### src/rtl/vga_pixel_buffer.sv
// Ping-pong word buffers, 2 bpp pixel unpack, palette lookup and underrun tracking for the VGA scan-out path.
// Optional macro VGA_PALETTE_EN turns the fixed greyscale palette into four writable RGB332 registers.
module vga_pixel_buffer #(
    parameter int RES_X        = 640,
    parameter int RES_Y        = 480,
    parameter int PIX_PER_WORD = 16
) (
    input  logic        clk,
    input  logic        reset,
    input  logic [10:0] row,
    input  logic [10:0] col,
    input  logic [31:0] bus_in,
    input  logic        buf_sel,
    input  logic        buf0_we,
    input  logic        buf1_we,
    input  logic        pal_we,
    input  logic [1:0]  pal_idx,
    input  logic [7:0]  pal_data,
    input  logic        underrun_clr,
    output logic [7:0]  rgb,
    output logic        pix_valid,
    output logic        underrun,
    output logic [7:0]  underrun_cnt
);

    localparam int          IDX_W   = $clog2(PIX_PER_WORD);
    localparam logic [10:0] RES_X_L = 11'(RES_X);
    localparam logic [10:0] RES_Y_L = 11'(RES_Y);
    localparam logic [7:0]  PAL0    = 8'h00;
    localparam logic [7:0]  PAL1    = 8'h49;
    localparam logic [7:0]  PAL2    = 8'h92;
    localparam logic [7:0]  PAL3    = 8'hFF;

    logic [31:0] buf0_q, buf0_d;
    logic [31:0] buf1_q, buf1_d;
    logic        fresh0_q, fresh0_d;
    logic        fresh1_q, fresh1_d;
    logic        sel_q, sel_d;

    logic [1:0]  pix_s1_q, pix_s1_d;
    logic        vis_s1_q, vis_s1_d;
    logic [7:0]  rgb_q, rgb_d;
    logic        pix_valid_q, pix_valid_d;

    logic        underrun_q, underrun_d;
    logic [7:0]  underrun_cnt_q, underrun_cnt_d;

    logic             visible;
    logic [IDX_W-1:0] pix_idx;
    logic [31:0]      disp_word;
    logic             disp_fresh;
    logic             underrun_event;
    logic [7:0]       pal_value;

    // Scan-position decode and display-side word selection.
    always_comb begin
        visible        = (col < RES_X_L) && (row < RES_Y_L);
        pix_idx        = col[IDX_W-1:0];
        disp_word      = buf_sel ? buf0_q : buf1_q;
        disp_fresh     = buf_sel ? fresh0_q : fresh1_q;
        underrun_event = visible && (pix_idx == '0) && !disp_fresh;
    end

    // Buffer writes and fresh flags; a swap clears the new write target before any same-cycle write sets it.
    always_comb begin
        buf0_d   = buf0_q;
        buf1_d   = buf1_q;
        fresh0_d = fresh0_q;
        fresh1_d = fresh1_q;
        sel_d    = buf_sel;

        if (buf_sel != sel_q) begin
            if (buf_sel) begin
                fresh1_d = 1'b0;
            end else begin
                fresh0_d = 1'b0;
            end
        end

        if (buf0_we) begin
            buf0_d   = bus_in;
            fresh0_d = 1'b1;
        end else if (buf1_we) begin
            buf1_d   = bus_in;
            fresh1_d = 1'b1;
        end
    end

    always_ff @(posedge clk or posedge reset) begin
        if (reset) begin
            buf0_q   <= '0;
            buf1_q   <= '0;
            fresh0_q <= 1'b0;
            fresh1_q <= 1'b0;
            sel_q    <= 1'b0;
        end else begin
            buf0_q   <= buf0_d;
            buf1_q   <= buf1_d;
            fresh0_q <= fresh0_d;
            fresh1_q <= fresh1_d;
            sel_q    <= sel_d;
        end
    end

`ifdef VGA_PALETTE_EN
    logic [7:0] pal_q [4];
    logic [7:0] pal_d [4];

    always_comb begin
        for (int i = 0; i < 4; i++) begin
            pal_d[i] = pal_q[i];
        end
        if (pal_we) begin
            pal_d[pal_idx] = pal_data;
        end
    end

    always_ff @(posedge clk or posedge reset) begin
        if (reset) begin
            pal_q[0] <= PAL0;
            pal_q[1] <= PAL1;
            pal_q[2] <= PAL2;
            pal_q[3] <= PAL3;
        end else begin
            for (int i = 0; i < 4; i++) begin
                pal_q[i] <= pal_d[i];
            end
        end
    end

    // Lookup reads the registered entry, so a coincident write shows up one cycle later.
    always_comb begin
        pal_value = pal_q[pix_s1_q];
    end
`else
    logic unused_pal_inputs;

    always_comb begin
        unused_pal_inputs = ^{pal_we, pal_idx, pal_data};
        case (pix_s1_q)
            2'd0:    pal_value = PAL0;
            2'd1:    pal_value = PAL1;
            2'd2:    pal_value = PAL2;
            default: pal_value = PAL3;
        endcase
    end
`endif

    // Two-stage pixel pipeline: unpack/visibility, then palette lookup with blanking.
    always_comb begin
        pix_s1_d    = disp_word[{pix_idx, 1'b0} +: 2];
        vis_s1_d    = visible;
        rgb_d       = vis_s1_q ? pal_value : 8'h00;
        pix_valid_d = vis_s1_q;
    end

    always_ff @(posedge clk or posedge reset) begin
        if (reset) begin
            pix_s1_q    <= 2'b00;
            vis_s1_q    <= 1'b0;
            rgb_q       <= 8'h00;
            pix_valid_q <= 1'b0;
        end else begin
            pix_s1_q    <= pix_s1_d;
            vis_s1_q    <= vis_s1_d;
            rgb_q       <= rgb_d;
            pix_valid_q <= pix_valid_d;
        end
    end

    // Sticky flag and saturating count; a coincident event beats the clear and restarts the count at one.
    always_comb begin
        underrun_d     = underrun_q;
        underrun_cnt_d = underrun_cnt_q;
        if (underrun_clr) begin
            underrun_d     = underrun_event;
            underrun_cnt_d = underrun_event ? 8'd1 : 8'd0;
        end else if (underrun_event) begin
            underrun_d = 1'b1;
            if (underrun_cnt_q != 8'hFF) begin
                underrun_cnt_d = underrun_cnt_q + 8'd1;
            end
        end
    end

    always_ff @(posedge clk or posedge reset) begin
        if (reset) begin
            underrun_q     <= 1'b0;
            underrun_cnt_q <= 8'h00;
        end else begin
            underrun_q     <= underrun_d;
            underrun_cnt_q <= underrun_cnt_d;
        end
    end

    assign rgb          = rgb_q;
    assign pix_valid    = pix_valid_q;
    assign underrun     = underrun_q;
    assign underrun_cnt = underrun_cnt_q;

endmodule

### config.mk
export PLATFORM = sky130hd
export DESIGN_NAME = vga_pixel_buffer
export DESIGN_NICKNAME = d
export VERILOG_FILES = /design/src/rtl/vga_pixel_buffer.sv
export SDC_FILE = /design/constraint.sdc
export NUM_CORES = 1
export LEC_CHECK = 0
export BUFFER_PORTS_ARGS = -buffer_cell sky130_fd_sc_hd__buf_2
export CAP_MARGIN = 10
export CORE_ASPECT_RATIO = 0.8
export CORE_MARGIN = 2
export CORE_UTILIZATION = 50
export CTS_CLUSTER_DIAMETER = 40
export DETAILED_ROUTE_END_ITERATION = 8
export PLACE_DENSITY = 0.83
export SLEW_MARGIN = 10
export SYNTH_ARGS = -nofsm -noshare
export SYNTH_HDL_FRONTEND = slang
export SYNTH_SLANG_ARGS = --single-unit
### constraint.sdc
create_clock -name clk -period 3.9 [get_ports clk]
set_clock_uncertainty 0.1 [all_clocks]
set_input_delay 0 -clock clk [delete_from_list [all_inputs] [get_ports clk]]
set_output_delay 0 -clock clk [all_outputs]
set_load 0.05 [all_outputs]
==> insert_results.sql, run 1 <==
INSERT INTO impl_metrics (metric_group, metric, value, unit) VALUES
('placed_design', 'post-dp-hpwl', '5317', 'µm'),
('layout', 'seq_cell_area', '2077', 'µm²'),
('placed_design', 'post-place-ws', '2.038', 'ns'),
('routing', 'drt-wirelength-per-cell', '16.50', 'µm'),
('synth', 'post_synth_xor_area_fraction', '0.002269', ''),
('routing', 'detail_route.drc_violations', '0', ''),
('clock_tree', 'tritoncts', 'yes', ''),
('synth', 'synth_top_cell_area_share', '0.5381', ''),
('clock_tree', 'clock_insertion_delay_worst_skew', '0.36', 'ns'),
('synth', 'synthArstFlopShare', '1.000', ''),
('critical_path', 'crit_arrival', '2.22', 'ns'),
('layout', 'antenna_cells_inserted', '0', ''),
('power', 'power_switching_share', '0.2454', ''),
('synth', 'syn_area', '3860', 'µm²'),
('floorplanning', 'dieHeight', '82.59', 'µm'),
('floorplanning', 'initial_utilization', '0.5197', ''),
('power', 'ir_drop', '0.2229', 'mV'),
('synth', 'ys.flop_type', 'dfrtp_1', ''),
('timing', 'worst_pin_slew', '0.8042', 'ns'),
('power', 'p_comb_frac', '0.151', ''),
('synth', 'post_synth_num_cell_types', '47', ''),
('power', 'netSwitchingPower', '480.7', 'µW'),
('power', 'p_per_area', '405.8', 'nW/µm²'),
('synth', 'combinational_family_with_the_most_area_after_synthesis', 'multiplexers', ''),
('critical_path', 'element_type_at_the_critical_path_end', 'flip-flop', ''),
('timing', 'finalSetupViolCount', '0', ''),
('synth', 'synth-simple-area-share', '0.08039', ''),
('synth', 'synth_enable_flop_cells', '0', ''),
('synth', 'synth_fa_ha_area_frac', '0.003241', ''),
('timing', 'finalWorstPathRequiredPeriod', '2.034', 'ns'),
('timing', 'postLayoutSetupSlackWorst', '1.866', 'ns'),
('clock_tree', 'cts_num_sinks', '83', ''),
('run_status', 'run_status', 'finished, final reports clean', ''),
('routing', 'vias_per_cell', '5.478', ''),
('synth', 'syn_area_per_cell', '14.30', 'µm²'),
('timing', 'max_clock_freq', '491.6', 'MHz'),
('synth', 'total_number_of_yosys_warnings', '0', ''),
('floorplanning', 'die_area', '8443', 'µm²'),
('synth', 'postSynthCellCount', '270', ''),
('flow_run', 'max_cap_viol', '0', ''),
('global_route', 'antenna_violations_before_repair', '0', ''),
('timing', 'fin_tns_setup', '0', 'ns'),
('clock_tree', 'post_cts_buffers', '0', ''),
('synth', 'synth_fp_nets', '342', ''),
('routing', 'postRouteAntennaNets', '0', ''),
('min_path', 'holdCritPathClass', 'in2reg', ''),
('global_route', 'grt.total_usage', '0.2108', ''),
('timing', 'timing.max_slew.rel_slack', '0.4639', ''),
('routing', 'drt_iter0_drc', '122', ''),
('global_route', 'number_of_global_route_vias_before_repair', '2793', ''),
('power', 'power_frac_seq', '0.508', ''),
('global_route', 'grt_overflow_total', '0', ''),
('layout', 'area_delta_synth_final', '25.02', '%'),
('timing', 'report.final.slew_viol_count', '0', ''),
('timing', 'final_hold_viol_count', '0', ''),
('critical_path', 'worst-endpoint-required', '4.08', 'ns'),
('layout', 'area_of_the_multi_input_gates', '1648', 'µm²'),
('layout', 'filler_instances', '590', ''),
('synth', 'synthMuxAreaShare', '0.2859', ''),
('routing', 'drtPass1Iterations', '4', ''),
('critical_path', 'critical_path_peak_fanout', '20', ''),
('placed_design', 'gp_congestion', '0.7974', ''),
('routing', 'routed_wirelength', '7903', 'µm'),
('power', 'cellInternalPower', '1478', 'µW'),
('power', 'p_clk_frac', '0.341', ''),
('clock_tree', 'level_count_of_the_clock_h_tree', '3', ''),
('synth', 'synth_seq_cells', '83', ''),
('global_route', 'grt_start_max_net_pins', '45', ''),
('floorplanning', 'placement_rows', '28', ''),
('placed_design', 'placement.io_buffers', '69', ''),
('critical_path', 'worstSetupStartpointType', 'input pin', '');
## area by class of cell
| class | count | area share |
|---|---|---|
| well taps | 105 | 0.02722 |
| repair buffers | 109 | 0.1535 |
| clock buffers | 9 | 0.02567 |
| inverters | 3 | 0.002593 |
| flip-flops and latches | 83 | 0.4304 |
| multi-input cells | 163 | 0.3415 |
| clock inverters | 7 | 0.01919 |
## critical path, cell delays in order
cell and delay (ns):
dlygate4sd3_1 0.53, buf_2 0.44, mux2i_4 0.35, nand4_4 0.19, or4_1 0.53, a21oi_1 0.18
## cells in the mapped netlist, drive strengths merged, types with 2 or more instances
cell type	instances
a211oi	2
a21o	3
a21oi	5
a22oi	4
a32oi	2
and2	3
and3	4
buf	14
clkbuf	7
dfrtp	83
inv	3
mux2	64
mux2i	10
mux4	12
nand2	7
nand2b	2
nand3	2
nand4	4
nor2	4
nor2b	3
nor3	4
nor4	5
nor4b	2
o21ai	3
o31ai	3
o41ai	2
or4	2
## power by group through the flow
stage / Combinational (µW) / Clock [µW] / Sequential (µW)
floorplan: 198 / 0 / 999
global route: 322 / 725 / 1010
detailed placement: 269 / 0 / 1010
finish: 295 / 668 / 995
global placement: 259 / 0 / 1010
CTS: 298 / 686 / 996
## layer usage
| metal | wire, µm | track usage | vias up |
|---|---|---|---|
| met2 | 3784 | 0.3572 | 91 |
| met3 | 523 | 0.05976 | 17 |
| met4 | 133 | 0.06400 | 0 |
| li1 | - | - | 1212 |
| met5 | 0 | 0 | - |
| met1 | 3460 | 0.2666 | 1304 |
## kinds of logic after synthesis
logic type      Yosys count
mux                      86
flops                    83
simple gates             46
compound gates           29
buf+inv                  24
xor+xnor                  1
fa+ha+maj                 1
## path summary, 6_finish.rpt
| kind | start | cells after the start | slack (ns) | end |
|---|---|---|---|---|
| max | buf_sel | 6 | 1.87 | underrun_cnt[4] |
| min | row[9] | 5 | 0.06 | underrun_cnt[3] |
| max reg2reg | underrun_cnt[1] | 5 | 2.03 | underrun_cnt[2] |
| min reg2reg | pix_valid_d | 0 | 0.32 | pix_valid |
| max in group asynchronous | reset | 4 | 2.55 | buf1_q[11] |
| min in group asynchronous | reset | 3 | 0.17 | rgb[6] |
## per-stage QoR
| step | hold WS, ns | util | total power (µW) | instance area (µm²) | instances |
|---|---|---|---|---|---|
| 6_report | 0.06385 | 0.6498 | 1959 | 4826 | 479 |
| 5_1_grt | 0.08963 | 0.6498 | 2056 | 4826 | 479 |
| 4_1_cts | 0.03666 | 0.6498 | 1980 | 4826 | 479 |
| 3_5_place_dp | 0.01278 | 0.5694 | 1281 | 4229 | 425 |
| 3_3_place_gp | 0.007072 | 0.5694 | 1264 | 4229 | 425 |
| 2_1_floorplan | -0.06857 | - | 1197 | 3860 | 270 |
## registers in the layout, indices dropped and copies added, names as in the netlist
signal / flops
buf1_q: 32
pix_s1_q: 2
sel_q: 1
underrun: 1
pix_valid: 1
fresh0_q: 1
pix_valid_d: 1
rgb: 3
underrun_cnt: 8
buf0_q: 32
fresh1_q: 1
## repair_timing
item,in CTS,in global routing
endpoints found under the hold margin,115,0
gates resized for setup,0,0
hold buffers,38,0
Power figures use the tool's default switching activity.
==> run 2, diff against run 1 <==
==> constraint.sdc (replaced) <==
create_clock -name clk -period 1.9 [get_ports clk]
set_clock_uncertainty 0.1 [all_clocks]
set_input_delay 0 -clock clk [delete_from_list [all_inputs] [get_ports clk]]
set_output_delay 0 -clock clk [all_outputs]
set_load 0.05 [all_outputs]
==> run 2 against run 1 <==
Against the previous run: worst hold slack got worse by 0.046 ns; largest cell class unchanged; routed wire length increased by 3.9%; power increased by 92%; clock-buffer cell count up 3; die area unchanged; register-to-register slack worse by 1.9 ns; clock power is 62% higher.
==> insert_results.sql, run 2 (same netlist as run 1, synthesis figures left out) <==
INSERT INTO impl_metrics (metric_group, metric, value, unit) VALUES
('run_status', 'run_status', 'finished, final reports clean', ''),
('layout', 'postLayoutCellArea', '4830', 'µm²'),
('timing', 'finalSetupViolCount', '0', ''),
('critical_path', 'worst-endpoint-required', '2.08', 'ns'),
('critical_path', 'critical_path_peak_fanout', '10', ''),
('global_route', 'antenna_violations_before_repair', '0', ''),
('routing', 'routed_wirelength', '8212', 'µm'),
('layout', 'area_of_the_multi_input_gates', '1648', 'µm²'),
('placed_design', 'post-place-ws', '0.1821', 'ns'),
('critical_path', 'element_type_at_the_critical_path_end', 'flip-flop', ''),
('timing', 'postLayoutSetupSlackWorst', '0.1241', 'ns'),
('clock_tree', 'cts_root_buffer', 'clkbuf_8', ''),
('critical_path', 'worst_setup_path_start', 'col[3]', ''),
('timing', 'report.final.slew_viol_count', '0', ''),
('power', 'p_per_area', '776.8', 'nW/µm²'),
('floorplanning', 'placement_rows', '28', ''),
('placed_design', 'dpl.cell_count', '432', ''),
('timing', 'timing.max_slew.rel_slack', '0.6623', ''),
('timing', 'rsz0062_at_grt', 'false', ''),
('floorplanning', 'die_area', '8443', 'µm²'),
('clock_tree', 'clock_insertion_delay_worst_skew', '0.36', 'ns'),
('critical_path', 'crit_arrival', '1.96', 'ns'),
('placed_design', 'placement.io_buffers', '69', ''),
('global_route', 'grt_first_pass_wirelength', '13550', 'µm'),
('global_route', 'grt_start_max_net_pins', '84', ''),
('layout', 'num-nets-final', '447', ''),
('clock_tree', 'clock_transition_at_path_regs', '0.07', 'ns'),
('clock_tree', 'level_count_of_the_clock_h_tree', '3', ''),
('routing', 'drt_iter0_drc', '131', ''),
('layout', 'area_delta_synth_final', '25.12', '%'),
('layout', 'seq_cell_area', '2079', 'µm²'),
('timing', 'fin_tns_setup', '0', 'ns'),
('routing', 'drt-wirelength-per-cell', '16.97', 'µm'),
('floorplanning', 'dieHeight', '82.59', 'µm'),
('placed_design', 'dpl-instance-area', '4299', 'µm²'),
('routing', 'detail_route.drc_violations', '0', ''),
('floorplanning', 'num_ports', '89', ''),
('flow_run', 'max_cap_viol', '0', ''),
('layout', 'mostFrequentLayoutCell', 'dfrtp_1', ''),
('critical_path', 'reg2reg_from', 'underrun_cnt[0]', ''),
('critical_path', 'critical_path.endpoint', 'underrun_cnt[4]', ''),
('critical_path', 'reg2reg_slack', '0.15', 'ns'),
('timing', 'max_clock_freq', '563.1', 'MHz'),
('layout', 'antenna_cells_inserted', '0', ''),
('timing', 'final_min_period_over_clock_period', '0.9347', ''),
('timing', 'finalWorstPathRequiredPeriod', '1.776', 'ns'),
('clock_tree', 'post_cts_buffers', '0', ''),
('floorplanning', 'initial_utilization', '0.5197', ''),
('global_route', 'number_of_global_route_vias_before_repair', '2819', ''),
('clock_tree', 'tritoncts', 'yes', ''),
('layout', 'filler_instances', '585', ''),
('critical_path', 'critical_path_class', 'in2reg', ''),
('clock_tree', 'clockBufferDepth', '2', ''),
('min_path', 'holdCritPathClass', 'in2reg', ''),
('clock_tree', 'cts_num_sinks', '83', ''),
('critical_path', 'worstSetupStartpointType', 'input pin', ''),
('routing', 'detailroute.via_count', '2683', ''),
('routing', 'drtPass1Iterations', '5', ''),
('global_route', 'grt.total_usage', '0.2131', ''),
('layout', 'drive_gt1_frac', '0.4697', ''),
('critical_path', 'crit-reg2reg-capture', 'underrun_cnt[2]', ''),
('placed_design', 'gp_congestion', '0.8178', ''),
('clock_tree', 'cts_inserted_buffers', '9', ''),
('layout', 'layout_common_cells', 'dfrtp_1, buf_2, mux2_2', ''),
('layout', 'finish.cell_count_without_fillers', '484', ''),
('floorplanning', 'die_width', '102.2', 'µm'),
('timing', 'final_hold_viol_count', '0', ''),
('floorplanning', 'placeableCoreArea', '7427', 'µm²'),
('routing', 'vias_per_cell', '5.543', ''),
('timing', 'hold_ws', '0.01825', 'ns'),
('global_route', 'grt_overflow_total', '0', ''),
('clock_tree', 'post_cts_resized', '0', ''),
('power', 'ir_drop', '0.4456', 'mV'),
('timing', 'worst_pin_slew', '0.5065', 'ns'),
('power', 'leakagePower', '0.002146', 'µW'),
('placed_design', 'post-dp-hpwl', '5514', 'µm'),
('routing', 'postRouteAntennaNets', '0', ''),
('clock_tree', 'hold_buffers', '37', ''),
('critical_path', 'ff2ff_path_depth', '5', '');
## run 2: per-stage QoR
stage / power, µW / utilization
after floorplan: 2458 / -
after global placement: 2610 / 0.5788
after detailed placement: 2646 / 0.5788
after CTS: 3785 / 0.6503
after global routing: 3931 / 0.6503
final: 3752 / 0.6503
## run 2: routing by layer
layer,global-route usage,wire [µm],share of wire
met4,0.06533,141,0.017
met5,0,0,0
met3,0.04461,484,0.059
met1,0.2826,3609,0.44
met2,0.3572,3977,0.48
## run 2: worst min-delay path by stage
stage | from | endpoint | slack, ns | cells after the start
after global placement | reset | buf1_q[10] | 0.05 | 3
after global routing | buf1_we | fresh1_q | 0.05 | 4
after floorplan | buf_sel | sel_q | -0.07 | 0
final | buf1_we | fresh1_q | 0.02 | 4
after detailed placement | reset | rgb[5] | 0.06 | 3
after CTS | buf1_we | fresh1_q | 0.02 | 4
## run 2: area by class of cell
type | count | share of cell area
flip-flops and latches | 83 | 0.4306
multi-input cells | 163 | 0.3412
repair buffers | 115 | 0.1648
clock buffers | 12 | 0.03005
well taps | 105 | 0.02720
clock inverters | 3 | 0.003109
inverters | 3 | 0.003109
## run 2: critical path: stages
cell and delay, ns:
dlygate4sd3_1 0.54, buf_2 0.18, nor4_4 0.34, nand4_4 0.20
or4_1 0.54, a21oi_1 0.15
## run 2: report_power, final
| group | total [µW] | internal, µW | switching (µW) |
|---|---|---|---|
| Clock | 1080 | 498 | 585 |
| Sequential | 2040 | 1950 | 93.9 |
| Combinational | 626 | 359 | 267 |
==> run 3, diff against run 2 <==
--- a/config.mk
+++ b/config.mk
@@ -13,6 +13,7 @@
 export CTS_CLUSTER_DIAMETER = 40
 export DETAILED_ROUTE_END_ITERATION = 8
 export PLACE_DENSITY = 0.83
+export REMOVE_ABC_BUFFERS = 1
 export SLEW_MARGIN = 10
 export SYNTH_ARGS = -nofsm -noshare
 export SYNTH_HDL_FRONTEND = slang
==> run 3 against run 2 <==
Against the previous run: first-iteration DRC count fell by 11%; design area rose by 0.85%; clock power rose by 31%; final cell count fell by 0.41%; largest power group unchanged; worst hold slack barely moved.
==> insert_results.sql, run 3 (same netlist as run 1, synthesis figures left out) <==
INSERT INTO impl_metrics (metric_group, metric, value, unit) VALUES
('run_status', 'run_status', 'finished, final reports clean', ''),
('timing', 'finalWorstPathRequiredPeriod', '1.781', 'ns'),
('clock_tree', 'clockBufferDepth', '2', ''),
('layout', 'post-route-util', '0.6558', ''),
('critical_path', 'critical_path_peak_fanout', '7', ''),
('power', 'p_per_area', '836.3', 'nW/µm²'),
('floorplanning', 'initial_utilization', '0.5197', ''),
('floorplanning', 'placement_rows', '28', ''),
('routing', 'postRouteAntennaNets', '0', ''),
('clock_tree', 'tritoncts', 'yes', ''),
('placed_design', 'dpl.cell_count', '430', ''),
('critical_path', 'critical_path_class', 'reg2reg', ''),
('layout', 'finish.cell_count_without_fillers', '482', ''),
('timing', 'timing.max_slew.rel_slack', '0.5914', ''),
('placed_design', 'placement.io_buffers', '69', ''),
('critical_path', 'worst-endpoint-required', '2.08', 'ns'),
('floorplanning', 'die_width', '102.2', 'µm'),
('placed_design', 'gp_congestion', '0.8249', ''),
('clock_tree', 'level_count_of_the_clock_h_tree', '3', ''),
('routing', 'vias_per_cell', '5.407', ''),
('layout', 'drive_gt1_frac', '0.4695', ''),
('min_path', 'worst_hold_path_cell_count', '3', ''),
('layout', 'num-nets-final', '444', ''),
('global_route', 'grt_first_pass_wirelength', '13170', 'µm'),
('timing', 'final_min_period_over_clock_period', '0.9373', ''),
('clock_tree', 'clock_insertion_delay_worst_skew', '0.36', 'ns'),
('clock_tree', 'cts_root_buffer', 'clkbuf_8', ''),
('timing', 'hold_ws', '0.01820', 'ns'),
('placed_design', 'dpl-instance-area', '4279', 'µm²'),
('critical_path', 'crit-reg2reg-capture', 'underrun_cnt[3]', ''),
('power', 'ir_drop', '0.5699', 'mV'),
('clock_tree', 'cts_num_sinks', '83', ''),
('layout', 'postLayoutCellArea', '4871', 'µm²'),
('timing', 'finalSetupViolCount', '0', ''),
('global_route', 'grt_overflow_total', '0', ''),
('routing', 'routed_wirelength', '8049', 'µm'),
('floorplanning', 'placeableCoreArea', '7427', 'µm²'),
('critical_path', 'reg2reg_from', 'underrun_cnt[0]', ''),
('routing', 'drtPass1Iterations', '4', ''),
('power', 'leakagePower', '0.002164', 'µW'),
('layout', 'area_delta_synth_final', '26.19', '%'),
('global_route', 'grt.total_usage', '0.2091', ''),
('floorplanning', 'dieHeight', '82.59', 'µm'),
('min_path', 'holdPathEnd', 'pix_s1_q[1]', ''),
('clock_tree', 'clock_transition_at_path_regs', '0.09', 'ns'),
('layout', 'area_of_the_multi_input_gates', '1657', 'µm²'),
('layout', 'mostFrequentLayoutCell', 'dfrtp_1', ''),
('timing', 'max_clock_freq', '561.5', 'MHz'),
('critical_path', 'crit_arrival', '1.96', 'ns'),
('timing', 'report.final.slew_viol_count', '0', ''),
('floorplanning', 'num_ports', '89', ''),
('routing', 'drt_iter0_drc', '117', ''),
('layout', 'layout_common_cells', 'dfrtp_1, buf_2, mux2_2', ''),
('min_path', 'hold_path.startpoint', 'col[3]', ''),
('layout', 'antenna_cells_inserted', '0', ''),
('min_path', 'holdCritPathClass', 'in2reg', ''),
('routing', 'drt-wirelength-per-cell', '16.70', 'µm'),
('routing', 'detail_route.drc_violations', '0', ''),
('timing', 'final_hold_viol_count', '0', ''),
('routing', 'detailroute.via_count', '2606', ''),
('global_route', 'antenna_violations_before_repair', '0', ''),
('timing', 'rsz0062_at_grt', 'false', ''),
('timing', 'worst_pin_slew', '0.6121', 'ns'),
('layout', 'filler_instances', '539', ''),
('critical_path', 'reg2reg_slack', '0.12', 'ns'),
('global_route', 'number_of_global_route_vias_before_repair', '2691', ''),
('critical_path', 'ff2ff_path_depth', '5', ''),
('clock_tree', 'cts_inserted_buffers', '9', ''),
('critical_path', 'worstSetupStartpointType', 'flip-flop', ''),
('critical_path', 'element_type_at_the_critical_path_end', 'flip-flop', ''),
('global_route', 'grt_start_max_net_pins', '38', ''),
('placed_design', 'post-dp-hpwl', '5415', 'µm'),
('layout', 'seq_cell_area', '2077', 'µm²'),
('floorplanning', 'die_area', '8443', 'µm²'),
('flow_run', 'max_cap_viol', '0', '');
-- run 3: cell types whose count changed in the layout (fill, tap and decap cells not counted), sizes merged --
| cell | before | now |
|---|---|---|
| dlygate4sd3 | 37 | 36 |
| buf | 78 | 76 |
| bufinv | 0 | 2 |
| inv | 2 | 4 |
| clkbuf | 12 | 9 |
-- run 3: area by class of cell --
| cell class | count | area share |
|---|---|---|
| clock buffers | 9 | 0.02543 |
| clock inverters | 7 | 0.02029 |
| inverters | 3 | 0.002569 |
| multi-input cells | 163 | 0.3401 |
| flip-flops and latches | 83 | 0.4264 |
| well taps | 105 | 0.02697 |
| repair buffers | 112 | 0.1582 |
-- run 3: where the power goes --
group	internal, µW	total (µW)	switching [µW]
combinational	354	611	256
clock	749	1420	670
sequential	1950	2040	95.4
total	3050	4070	1020
-- run 3: layer usage --
metal	share of wire	track usage	wire, µm	vias up
li1	-	-	-	1221
met1	0.44	0.2691	3560	1280
met2	0.48	0.3461	3900	95
met3	0.062	0.06313	503	10
met4	0.010	0.06267	84	0
met5	0	0	0	-
-- run 3: how the worst max path moves through the flow --
stage	startpoint	end	slack (ns)
finish	underrun_cnt[0]	underrun_cnt[3]	0.12
global placement	underrun_cnt[0]	underrun_cnt[2]	0.23
CTS	underrun_cnt[0]	underrun_cnt[3]	0.11
floorplan	reset	buf0_q[0]	-0.34
detailed placement	underrun_cnt[0]	underrun_cnt[2]	0.14
global route	underrun_cnt[0]	underrun_cnt[3]	0.07
-- run 3: what timing repair did --
action / CTS / global route
hold endpoints to repair: 108 / 0
hold buffers: 36 / 0
resized for setup: 0 / 1
endpoints found under the setup margin: 0 / 1
buffers inserted: 0 / 0
-- run 3: worst max-delay path, stage by stage (launching register included) --
cell and delay (ns):
dfrtp_1 0.42, ha_1 0.24, nand2_1 0.16, o31ai_4 0.12
or4_1 0.50, a21oi_1 0.17
-- run 3: per-stage QoR --
step	TNS (ns)	total power [µW]	setup slack [ns]
after floorplan	-27.96	2412	-0.3368
after global placement	0	2600	0.2271
after detailed placement	0	2634	0.1399
after CTS	0	4092	0.1141
after global routing	0	4260	0.06658
final	0	4074	0.1192
